**config.mk**
```make
export PLATFORM = sky130hd
export DESIGN_NAME = e_stage_md
export DESIGN_NICKNAME = d
export VERILOG_FILES = /design/src/rtl/e_stage_md.sv
export SDC_FILE = /design/constraint.sdc
export NUM_CORES = 1
export LEC_CHECK = 0
export BUFFER_PORTS_ARGS = -buffer_cell sky130_fd_sc_hd__buf_4
export CORE_MARGIN = 4
export CORE_UTILIZATION = 45
export CTS_CLUSTER_SIZE = 25
export DETAILED_ROUTE_END_ITERATION = 7
export PLACE_DENSITY = 0.73
export SYNTH_ARGS = -nofsm -noshare
export SYNTH_HDL_FRONTEND = slang
export SYNTH_SLANG_ARGS = --single-unit
```
**constraint.sdc**
```tcl
create_clock -name clk -period 5.6 [get_ports clk]
set_input_delay 0.84 -clock clk [delete_from_list [all_inputs] [get_ports clk]]
set_output_delay 0.84 -clock clk [all_outputs]
set_load 0.01 [all_outputs]
```
**src/rtl/e_stage_md.sv**
```systemverilog
// Execute stage with E/M pipeline register and an iterative multiply/divide unit.
// Define MULT_DIV_EN to compile in the multiply/divide unit and HI/LO registers.
module e_stage_md #(
  parameter int          MULT_CYCLES = 5,
  parameter int          DIV_CYCLES  = 10,
  parameter logic [31:0] RESET_PC    = 32'h00003000
) (
  input  logic        clk,
  input  logic        reset,
  input  logic [31:0] E_pc,
  input  logic [31:0] E_rs_val,
  input  logic [31:0] E_rt_val,
  input  logic [31:0] E_imm32,
  input  logic        E_alusrc,
  input  logic [3:0]  E_aluop,
  input  logic [2:0]  E_mdop,
  input  logic [1:0]  E_wbsel,
  input  logic [4:0]  E_a3,
  input  logic        E_grf_en,
  input  logic        E_dm_en,
  input  logic        E_flush,
  output logic        md_busy,
  output logic [31:0] M_aluo,
  output logic [31:0] M_vinn,
  output logic [31:0] M_vin,
  output logic [4:0]  M_a3,
  output logic        M_grf_en,
  output logic        M_dm_en,
  output logic [31:0] M_pc
);

  logic [31:0] alu_b;
  logic [31:0] alu_res;
  logic [31:0] hi;
  logic [31:0] lo;
  logic [31:0] wb_val;

  assign alu_b = E_alusrc ? E_imm32 : E_rt_val;

  always_comb begin
    alu_res = 32'd0;
    case (E_aluop)
      4'd0: alu_res = E_rs_val + alu_b;
      4'd1: alu_res = E_rs_val - alu_b;
      4'd2: alu_res = E_rs_val & alu_b;
      4'd3: alu_res = E_rs_val | alu_b;
      4'd4: alu_res = E_rs_val ^ alu_b;
      4'd5: alu_res = ~(E_rs_val | alu_b);
      4'd6: alu_res = {alu_b[15:0], 16'd0};
      4'd7: alu_res = {31'd0, $signed(E_rs_val) < $signed(alu_b)};
      4'd8: alu_res = {31'd0, E_rs_val < alu_b};
      default: alu_res = 32'd0;
    endcase
  end

`ifdef MULT_DIV_EN
  typedef enum logic {IDLE, BUSY} md_state_t;

  md_state_t   state;
  logic [31:0] cnt;
  logic [31:0] op_a;
  logic [31:0] op_b;
  logic [2:0]  md_op;
  logic [63:0] prod_s;
  logic [63:0] prod_u;
  logic [31:0] quo_s;
  logic [31:0] rem_s;
  logic [31:0] quo_u;
  logic [31:0] rem_u;

  // Results are computed from the latched operands and only committed at completion.
  assign prod_s = {{32{op_a[31]}}, op_a} * {{32{op_b[31]}}, op_b};
  assign prod_u = {32'd0, op_a} * {32'd0, op_b};
  assign quo_s  = $signed(op_a) / $signed(op_b);
  assign rem_s  = $signed(op_a) % $signed(op_b);
  assign quo_u  = op_a / op_b;
  assign rem_u  = op_a % op_b;

  assign md_busy = (state == BUSY);

  always_ff @(posedge clk) begin
    if (reset) begin
      state <= IDLE;
      cnt   <= 32'd0;
      op_a  <= 32'd0;
      op_b  <= 32'd0;
      md_op <= 3'd0;
      hi    <= 32'd0;
      lo    <= 32'd0;
    end else begin
      case (state)
        IDLE: begin
          case (E_mdop)
            3'd1, 3'd2, 3'd3, 3'd4: begin
              op_a  <= E_rs_val;
              op_b  <= E_rt_val;
              md_op <= E_mdop;
              cnt   <= (E_mdop <= 3'd2) ? 32'(MULT_CYCLES) : 32'(DIV_CYCLES);
              state <= BUSY;
            end
            3'd5: hi <= E_rs_val;
            3'd6: lo <= E_rs_val;
            default: ;
          endcase
        end
        BUSY: begin
          // The hazard unit must hold any HI/LO instruction while the unit runs.
          assert (!(E_mdop inside {[3'd1:3'd6]}));
          if (cnt == 32'd1) begin
            state <= IDLE;
            cnt   <= 32'd0;
            case (md_op)
              3'd1: {hi, lo} <= prod_s;
              3'd2: {hi, lo} <= prod_u;
              3'd3: if (op_b != 32'd0) begin
                lo <= quo_s;
                hi <= rem_s;
              end
              3'd4: if (op_b != 32'd0) begin
                lo <= quo_u;
                hi <= rem_u;
              end
              default: ;
            endcase
          end else begin
            cnt <= cnt - 32'd1;
          end
        end
        default: state <= IDLE;
      endcase
    end
  end
`else
  logic unused_md;

  assign unused_md = ^{E_mdop, MULT_CYCLES[0], DIV_CYCLES[0]};
  assign md_busy   = 1'b0;
  assign hi        = 32'd0;
  assign lo        = 32'd0;
`endif

  always_comb begin
    wb_val = 32'd0;
    case (E_wbsel)
      2'd0: wb_val = alu_res;
      2'd1: wb_val = hi;
      2'd2: wb_val = lo;
      2'd3: wb_val = E_pc + 32'd8;
      default: wb_val = 32'd0;
    endcase
  end

  // A flushed slot keeps its PC so exception/debug logic downstream still sees it.
  always_ff @(posedge clk) begin
    if (reset) begin
      M_aluo   <= 32'd0;
      M_vinn   <= 32'd0;
      M_vin    <= 32'd0;
      M_a3     <= 5'd0;
      M_grf_en <= 1'b0;
      M_dm_en  <= 1'b0;
      M_pc     <= RESET_PC;
    end else if (E_flush) begin
      M_aluo   <= 32'd0;
      M_vinn   <= 32'd0;
      M_vin    <= 32'd0;
      M_a3     <= 5'd0;
      M_grf_en <= 1'b0;
      M_dm_en  <= 1'b0;
      M_pc     <= E_pc;
    end else begin
      M_aluo   <= alu_res;
      M_vinn   <= E_rt_val;
      M_vin    <= wb_val;
      M_a3     <= E_a3;
      M_grf_en <= E_grf_en;
      M_dm_en  <= E_dm_en;
      M_pc     <= E_pc;
    end
  end

endmodule

```
==> results.json, run 1 <==
{
  "syn_area_per_cell_um2": 7.91,
  "post_cts_buffers": 0,
  "totalWireLength_um": 37300,
  "layout_common_cells": "306 x buf_4, 135 x dfxtp_1, 112 x nor2_1, 99 x inv_1, 98 x ha_1",
  "period_minus_slack_ns": 4.40,
  "internal-power_w": 0.00198,
  "status": "complete, no violations",
  "hold_class": "primary input to flop",
  "cts-buffers-inserted": 17,
  "port_buffers": 279,
  "setup_ws_ns": 1.20,
  "cts_root_buf": "clkbuf_16",
  "relSlewSlack_pct": 38.3,
  "drc_errors": 0,
  "drt_first_iter_violations": 985,
  "yosys.cell_types.count": 77,
  "critPathCaptureType": "flop",
  "track_usage_pct": 29.1,
  "antenna_left": 0,
  "rows": 54,
  "cts_resized": 0,
  "dieArea_um2": 24700,
  "layout.nets": 1763,
  "combPwrFrac_pct": 31.2,
  "syn_area_um2": 10000,
  "ioPinCount": 284,
  "max_freq_ghz": 0.227,
  "setup_tns_ns": 0,
  "ys_ff_latch": 135,
  "fin_crit_sh_pct": 78.6,
  "dr.pass1.iters": 7,
  "setup-violations-final": 0,
  "path_max_fanout": 17,
  "vdd_drop_max_uv": 218,
  "yosys_warnings": 0,
  "synth_nets": 1515,
  "core_area_um2": 21900,
  "p_leak_nw": 6.05,
  "power_density_nw_per_um2": 237,
  "total_power_w": 0.00307,
  "fillers": 1981,
  "n_antenna_cell": 0,
  "critPathKind": "primary input to flop",
  "switchingPower_w": 0.00110,
  "drive_gt1_share_pct": 24.7,
  "cp.arrival_ns": 4.69,
  "die-width_um": 157,
  "final_max_slew_viol_count": 0,
  "tritoncts": "yes",
  "netSwitchingFraction_pct": 35.7,
  "synthArstFlopShare_pct": 0,
  "synth_cells": 1267,
  "grt_overflow_total": 0,
  "gp_congestion": 0.977,
  "clkTransAtPathRegs_ns": 0.07,
  "grt_max_degree": 44,
  "cts_sinks": 135,
  "final_hold_viol_count": 0,
  "routedWlPerCell_um": 20.6,
  "start_kind": "primary input",
  "rsz0062_at_grt": "no",
  "seqPwrFrac_pct": 32.8,
  "start_util_pct": 45.8,
  "worst_slew_pin_slew_ns": 0.920,
  "viasPerCell": 5.82,
  "grt_pass1_vias": 10100,
  "place_hpwl_um": 28800,
  "place_ws_ns": 0.820,
  "final_common_cell": "buf_4",
  "die_h_um": 157,
  "holdWs_ns": 0.612,
  "htreeDepth": 4,
  "antenna_found_initial": 1,
  "ys_seq_area_share_pct": 27.0,
  "cts_buffer_depth": 2,
  "pwr-share-clk_pct": 36.0,
  "area_growth_pct": 29.2,
  "synth_edf_count": 0,
  "ys.flop_type": "dfxtp_1",
  "vias": 10500,
  "required_ns": 5.89,
  "cap_violations": 0,
  "cts_hold_buf": 0,
  "grt_pass1_wl_um": 56400
}
[path summary, 6_finish.rpt]
check	from	endpoint	slack, ns	cells after the start
worst max-delay path	E_alusrc	M_vin[20]	1.20	13
worst min-delay path	E_a3[0]	M_a3[0]	0.61	2
[state kept, by name (all words and copies together) (netlist names)]
signal,flops
M_dm_en,1
M_a3,5
M_grf_en,1
M_vinn,32
M_aluo,32
M_vin,32
M_pc,32
[stage by stage]
stage,instances,utilization (%),instance area [um^2]
6_report,1808,59.2,13000
5_1_grt,1808,59.2,13000
3_5_place_dp,1776,56.6,12400
4_1_cts,1808,59.2,13000
3_3_place_gp,1776,56.6,12400
2_1_floorplan,1267,-,10000
[kinds of logic (layout without fill, tap and decap cells)]
family                     count (synthesis)  after routing  share of synthesized area [%]
muxes                                     39             39                           4.03
buffers and inverters                    176            437                           6.73
DFF                                      135            135                           27.0
xor gates and xnor gates                  38             38                           3.32
other                                      1              1                         0.0374
adders and majority gates                100            100                           12.6
AOI/OAI and AO/OA                        378            378                           25.9
and+or+nand+nor                          400            400                           20.4
[synthesized netlist by cell type, drive strengths merged (10+ instances only)]
| library cell | number | area [um^2] |
|---|---|---|
| or3 | 13 | 91.3 |
| nor2 | 113 | 424 |
| a221oi | 21 | 184 |
| a211oi | 17 | 133 |
| o22ai | 26 | 163 |
| xor2 | 19 | 166 |
| a21o | 23 | 173 |
| nand3 | 28 | 140 |
| nor2b | 41 | 257 |
| nor3 | 18 | 90.1 |
| nand4 | 10 | 62.6 |
| o31ai | 14 | 110 |
| a21oi | 94 | 470 |
| inv | 99 | 372 |
| clkbuf | 70 | 263 |
| mux2 | 11 | 124 |
| o21bai | 11 | 82.6 |
| o211ai | 10 | 75.1 |
| a31oi | 11 | 68.8 |
| mux2i | 28 | 280 |
| ha | 98 | 1230 |
| and2 | 45 | 282 |
| and3 | 17 | 106 |
| xnor2 | 19 | 166 |
| nand2 | 71 | 267 |
| o221ai | 10 | 87.6 |
| nand2b | 14 | 87.6 |
| o21ai | 62 | 322 |
| dfxtp | 135 | 2700 |
[routing by layer]
layer	track usage (%)	vias to the layer above	wire length (um)
li1	-	4996	-
met1	37.0	4892	14600
met2	47.5	541	17400
met3	5.69	95	3430
met4	14.3	0	1800
met5	0	-	0
[layout make-up]
cell class / count / area (um^2) / share of cell area (%)
tap: 280 / 350 / 2.70
timing repair buffer: 306 / 2300 / 17.7
inverter: 99 / 372 / 2.87
clock inverter: 13 / 113 / 0.869
multi-input combinational: 956 / 6680 / 51.5
clock buffer: 19 / 443 / 3.42
sequential: 135 / 2700 / 20.9
[power groups by stage]
stage	sequential [W]	combinational, W	clock (W)
2_1_floorplan	0.00105	0.000554	0
3_3_place_gp	0.00103	0.000927	0
3_5_place_dp	0.00103	0.000934	0
4_1_cts	0.00101	0.000940	0.00111
5_1_grt	0.00101	0.00104	0.00116
6_report	0.00101	0.000958	0.00111
[critical path, cell delays in order]
cell	delay, ns
buf_4	0.25
mux2_2	0.45
ha_1	0.28
fa_1	0.43
nor2b_1	0.17
o31ai_1	0.36
a22o_1	0.37
o21a_1	0.28
a21oi_1	0.15
or2_2	0.36
a211o_1	0.29
a21oi_1	0.31
o22ai_1	0.15
Power figures use the tool's default switching activity.
==> run 2, diff against run 1 <==
==> constraint.sdc (replaced) <==
create_clock -name clk -period 3.6 [get_ports clk]
set_input_delay 0.54 -clock clk [delete_from_list [all_inputs] [get_ports clk]]
set_output_delay 0.54 -clock clk [all_outputs]
set_load 0.01 [all_outputs]
==> run 2 against run 1 <==
- critical path depth up 1
- hold slack lost 0.31 ns
- combinational power up 99%
- clock power increased by 59%
- design area up 14%
- worst setup slack worse by 1.1 ns
- critical path type unchanged
- critical endpoint unchanged
- highest routed layer is now met5
==> results.json, run 2 (synthesis results as in run 1) <==
{
  "dieArea_um2": 24700,
  "power_density_nw_per_um2": 355,
  "cap_violations": 0,
  "hold_class": "primary input to flop",
  "vdd_drop_max_uv": 271,
  "total_power_w": 0.00524,
  "core_area_um2": 21900,
  "viasPerCell": 5.68,
  "crit_family": "compound AO/OA/AOI/OAI gates",
  "layout.nets": 1965,
  "worst_slew_pin_slew_ns": 0.962,
  "grt_max_degree": 34,
  "cts-buffers-inserted": 17,
  "period_minus_slack_ns": 3.50,
  "stdcell_count": 2010,
  "critPathCaptureType": "flop",
  "rsz0062_at_grt": "yes",
  "place_hpwl_um": 34100,
  "routedWlPerCell_um": 21.2,
  "area_growth_pct": 46.9,
  "cts_sinks": 135,
  "layout_common_cells": "503 x buf_4, 135 x dfxtp_1, 112 x nor2_1, 99 x inv_1, 95 x ha_1",
  "die_h_um": 157,
  "clkTransAtPathRegs_ns": 0.07,
  "rows": 54,
  "port_buffers": 279,
  "antenna_left": 0,
  "p_leak_nw": 7.08,
  "cp_num_buf_inv": 2,
  "drive_gt1_share_pct": 35.1,
  "grt_pass1_wl_um": 63900,
  "relSlewSlack_pct": 35.8,
  "fin_crit_sh_pct": 97.2,
  "cpMaxStageDelayCell": "mux2_2",
  "cp_cell_sequence": "buf_8 > mux2_2 > ha_2 > fa_1 > nor2b_1 > o31ai_1 > buf_4 > a22o_4 > o21a_1 > a21oi_2 > or2_2 > a211o_1 > a21oi_2 > o22ai_1",
  "n_antenna_cell": 0,
  "drt_first_iter_violations": 1007,
  "antenna_found_initial": 1,
  "vias": 11400,
  "fin_util_pct": 67.3,
  "final_hold_viol_count": 0,
  "path_max_fanout": 13,
  "cts_root_buf": "clkbuf_16",
  "drc_errors": 0,
  "final_common_cell": "buf_4",
  "required_ns": 3.91,
  "start_kind": "primary input",
  "die-width_um": 157,
  "track_usage_pct": 33.2,
  "setup-violations-final": 0,
  "tritoncts": "yes",
  "final_max_slew_viol_count": 0,
  "max_freq_ghz": 0.286,
  "placed_cells": 1977,
  "htreeDepth": 4,
  "cp.arrival_ns": 3.81,
  "gp_congestion": 1.02,
  "status": "complete, no violations",
  "cp_common_cell": "a21oi_2",
  "start_util_pct": 45.8,
  "critPathKind": "primary input to flop",
  "dr.pass1.iters": 6,
  "grt_pass1_vias": 11000,
  "ioPinCount": 284,
  "cts_buffer_depth": 2,
  "totalWireLength_um": 42700,
  "grt_overflow_total": 0,
  "max_stage_delay_ns": 0.39
}
==> run 2: cell type report <==
| type | count | area (um^2) |
|---|---|---|
| Fill cell | 1877 | 7160 |
| Multi-Input combinational cell | 956 | 6880 |
| Tap cell | 280 | 350 |
| Clock inverter | 14 | 130 |
| Inverter | 99 | 372 |
| Timing Repair Buffer | 508 | 3860 |
| Clock buffer | 18 | 439 |
| Sequential cell | 135 | 2700 |
==> run 2: stage by stage <==
step           setup TNS [ns]  hold WS [ns]  setup WS (ns)  cell area (um^2)
2_1_floorplan           -3.38         0.612         -0.493             10200
3_3_place_gp           -13.15         0.743         -0.436             14000
3_5_place_dp           -15.56         0.747         -0.507             14000
4_1_cts                     0         0.303         0.0236             14600
5_1_grt               -0.0108         0.305       -0.00866             14700
6_report                    0         0.304          0.101             14700
==> run 2: worst paths after layout <==
path,slack [ns],depth (start not counted),startpoint,endpoint
min,0.30,2,E_a3[4],M_a3[4]
max,0.10,14,E_alusrc,M_vin[20]
==> run 2: timing repair <==
| item | 4_1_cts | 5_1_grt |
|---|---|---|
| gates cloned | 0 | 0 |
| hold buffers | 0 | 0 |
| resized for setup | 2 | 28 |
| pin swaps | 0 | 4 |
| buffers inserted | 0 | 1 |
| endpoints found under the setup margin | 4 | 25 |
==> run 2: where the power goes <==
group	total (W)	switching [W]	internal, W
clock network	0.00176	0.000827	0.000934
logic	0.00191	0.00102	0.000888
registers	0.00157	0.0000164	0.00155
total	0.00524	0.00186	0.00337
==> run 2: per-layer routing <==
layer	vias to the layer above	GRT usage (%)	part of all wire [%]
met5	-	0	0.042
met4	2	11.6	3.5
met3	84	5.11	6.8
met2	499	57.0	48
met1	5408	42.4	41
li1	5418	-	-
==> run 3, diff against run 2 <==
--- a/config.mk
+++ b/config.mk
@@ -10,7 +10,7 @@
 export CORE_UTILIZATION = 45
 export CTS_CLUSTER_SIZE = 25
 export DETAILED_ROUTE_END_ITERATION = 7
-export PLACE_DENSITY = 0.73
+export PLACE_DENSITY = 0.81
 export SYNTH_ARGS = -nofsm -noshare
 export SYNTH_HDL_FRONTEND = slang
 export SYNTH_SLANG_ARGS = --single-unit
==> run 3 against run 2 <==
- clock power up 9%
- die area unchanged
- non-clock buffer count is 29 lower
- sequential share of layout area is 0.32 points higher
- combinational power decreased by 5%
- sequential cell count did not move
- hold slack worse by 0.00097 ns
- largest power group is now clock
- highest routed layer unchanged
- final cell count down 1.4%
- global-route usage fell by 0.95 points
- routed wire length down 3.5%
==> results.json, run 3 (synthesis results as in run 1) <==
{
  "status": "complete, no violations",
  "grt_max_degree": 42,
  "max_freq_ghz": 0.284,
  "drt_first_iter_violations": 1046,
  "vdd_drop_max_uv": 306,
  "cts_root_buf": "clkbuf_16",
  "dieArea_um2": 24700,
  "rsz0062_at_grt": "no",
  "hold_class": "primary input to flop",
  "worstHoldPathCells": 2,
  "area_growth_pct": 44.4,
  "track_usage_pct": 32.2,
  "path_max_fanout": 16,
  "place_hpwl_um": 32400,
  "antenna_left": 0,
  "layout.nets": 1936,
  "combPwrFrac_pct": 34.4,
  "drc_errors": 0,
  "grt_pass1_wl_um": 62100,
  "fin_crit_sh_pct": 97.9,
  "n_antenna_cell": 0,
  "critPathKind": "primary input to flop",
  "placed_cell_area_um2": 13800,
  "vias": 11400,
  "period_minus_slack_ns": 3.53,
  "fillers": 1875,
  "setup_tns_ns": 0,
  "p_leak_nw": 6.96,
  "post_cts_buffers": 0,
  "antenna_found_initial": 1,
  "grt_pass1_vias": 11400,
  "worst_slew_pin_slew_ns": 0.924,
  "rows": 54,
  "cts_sinks": 135,
  "dr.pass1.iters": 6,
  "core_area_um2": 21900,
  "start_kind": "primary input",
  "required_ns": 3.91,
  "cpMaxStageDelayCell": "a221oi_1",
  "cts_buffer_depth": 2,
  "clkTransAtPathRegs_ns": 0.07,
  "cp_num_buf_inv": 5,
  "cts-buffers-inserted": 17,
  "seq_area_um2": 2700,
  "worstHoldStart": "E_a3[4]",
  "max_stage_delay_ns": 0.39,
  "routedWlPerCell_um": 20.8,
  "totalWireLength_um": 41200,
  "cp.arrival_ns": 3.83,
  "die-width_um": 157,
  "tritoncts": "yes",
  "port_buffers": 279,
  "hold_end": "M_a3[4]",
  "final_cell_area_um2": 14500,
  "layout_common_cells": "475 x buf_4, 135 x dfxtp_1, 112 x nor2_1, 99 x inv_1, 97 x ha_1",
  "ioPinCount": 284,
  "critPathCaptureType": "flop",
  "power_density_nw_per_um2": 366,
  "setup-violations-final": 0,
  "internal-power_w": 0.00345,
  "gp_congestion": 1.01,
  "multi_input_area_um2": 6800,
  "cp_common_cell": "buf_4",
  "viasPerCell": 5.77,
  "holdWs_ns": 0.303,
  "switchingPower_w": 0.00185,
  "crit_family": "compound AO/OA/AOI/OAI gates",
  "start_util_pct": 45.8,
  "seqPwrFrac_pct": 29.6,
  "grt_overflow_total": 0,
  "final_max_slew_viol_count": 0,
  "relSlewSlack_pct": 38.4,
  "final_common_cell": "buf_4",
  "die_h_um": 157,
  "pwr-share-clk_pct": 36.1,
  "htreeDepth": 4,
  "netSwitchingFraction_pct": 34.9,
  "cts_hold_buf": 0,
  "cp_cell_sequence": "buf_8 > buf_4 > mux2_2 > ha_1 > buf_4 > inv_1 > a21o_1 > a221oi_1 > o221a_2 > nand2_1 > a211oi_1 > xnor2_1 > a21oi_1 > buf_4 > o22ai_1",
  "drive_gt1_share_pct": 33.5,
  "cap_violations": 0,
  "final_hold_viol_count": 0
}
==> run 3: cell count changes in the layout (fill, tap and decap cells not counted), moves of 2 or more <==
cell / before / now
a2111oi_2: 1 / 3
buf_4: 503 / 475
bufinv_16: 0 / 2
clkinv_4: 3 / 1
clkinv_8: 0 / 3
ha_1: 95 / 97
ha_2: 3 / 1
o31ai_1: 11 / 13
o31ai_2: 2 / 0
==> run 3: layer usage <==
| layer | track usage [%] | vias to the layer above | wire length [um] |
|---|---|---|---|
| li1 | - | 5358 | - |
| met1 | 39.8 | 5330 | 15900 |
| met2 | 54.6 | 597 | 19700 |
| met3 | 5.88 | 137 | 3420 |
| met4 | 14.8 | 2 | 2110 |
| met5 | 0 | - | 13 |
==> run 3: how the worst max path moves through the flow <==
stage	from	endpoint	depth (start not counted)
detailed placement	E_alusrc	M_vin[22]	14
finish	E_alusrc	M_vin[17]	15
floorplan	E_alusrc	M_vin[29]	16
global route	E_alusrc	M_aluo[30]	13
global placement	E_alusrc	M_vin[22]	14
CTS	E_alusrc	M_vin[20]	14
==> run 3: stage by stage <==
step                total power, W  setup slack [ns]  instances  util, %
finish                     0.00530            0.0749       1981     66.2
global route               0.00553           0.00390       1981     66.2
CTS                        0.00528            0.0413       1981     65.8
detailed placement         0.00336            -0.516       1949     62.9
global placement           0.00334            -0.453       1949     62.9
floorplan                  0.00251            -0.493       1267        -
==> run 3: final cells by class <==
class | instances | area share (%)
Inverter | 99 | 2.57
Clock inverter | 15 | 1.40
Sequential cell | 135 | 18.7
Tap cell | 280 | 2.42
Clock buffer | 17 | 2.94
Multi-Input combinational cell | 956 | 46.9
Timing Repair Buffer | 479 | 25.1
==> run 3: power groups by stage <==
stage                     logic, W  registers (W)  clock network [W]
final                      0.00182        0.00157            0.00191
after global routing       0.00196        0.00157            0.00200
after CTS                  0.00177        0.00157            0.00194
after detailed placement   0.00176        0.00160                  0
after global placement     0.00174        0.00160                  0
after floorplan           0.000881        0.00163                  0
==> run 3: repair_timing <==
item	CTS	global route
hold endpoints to repair	0	0
pin swaps	1	2
setup endpoints to repair	10	33
gates resized for setup	2	17
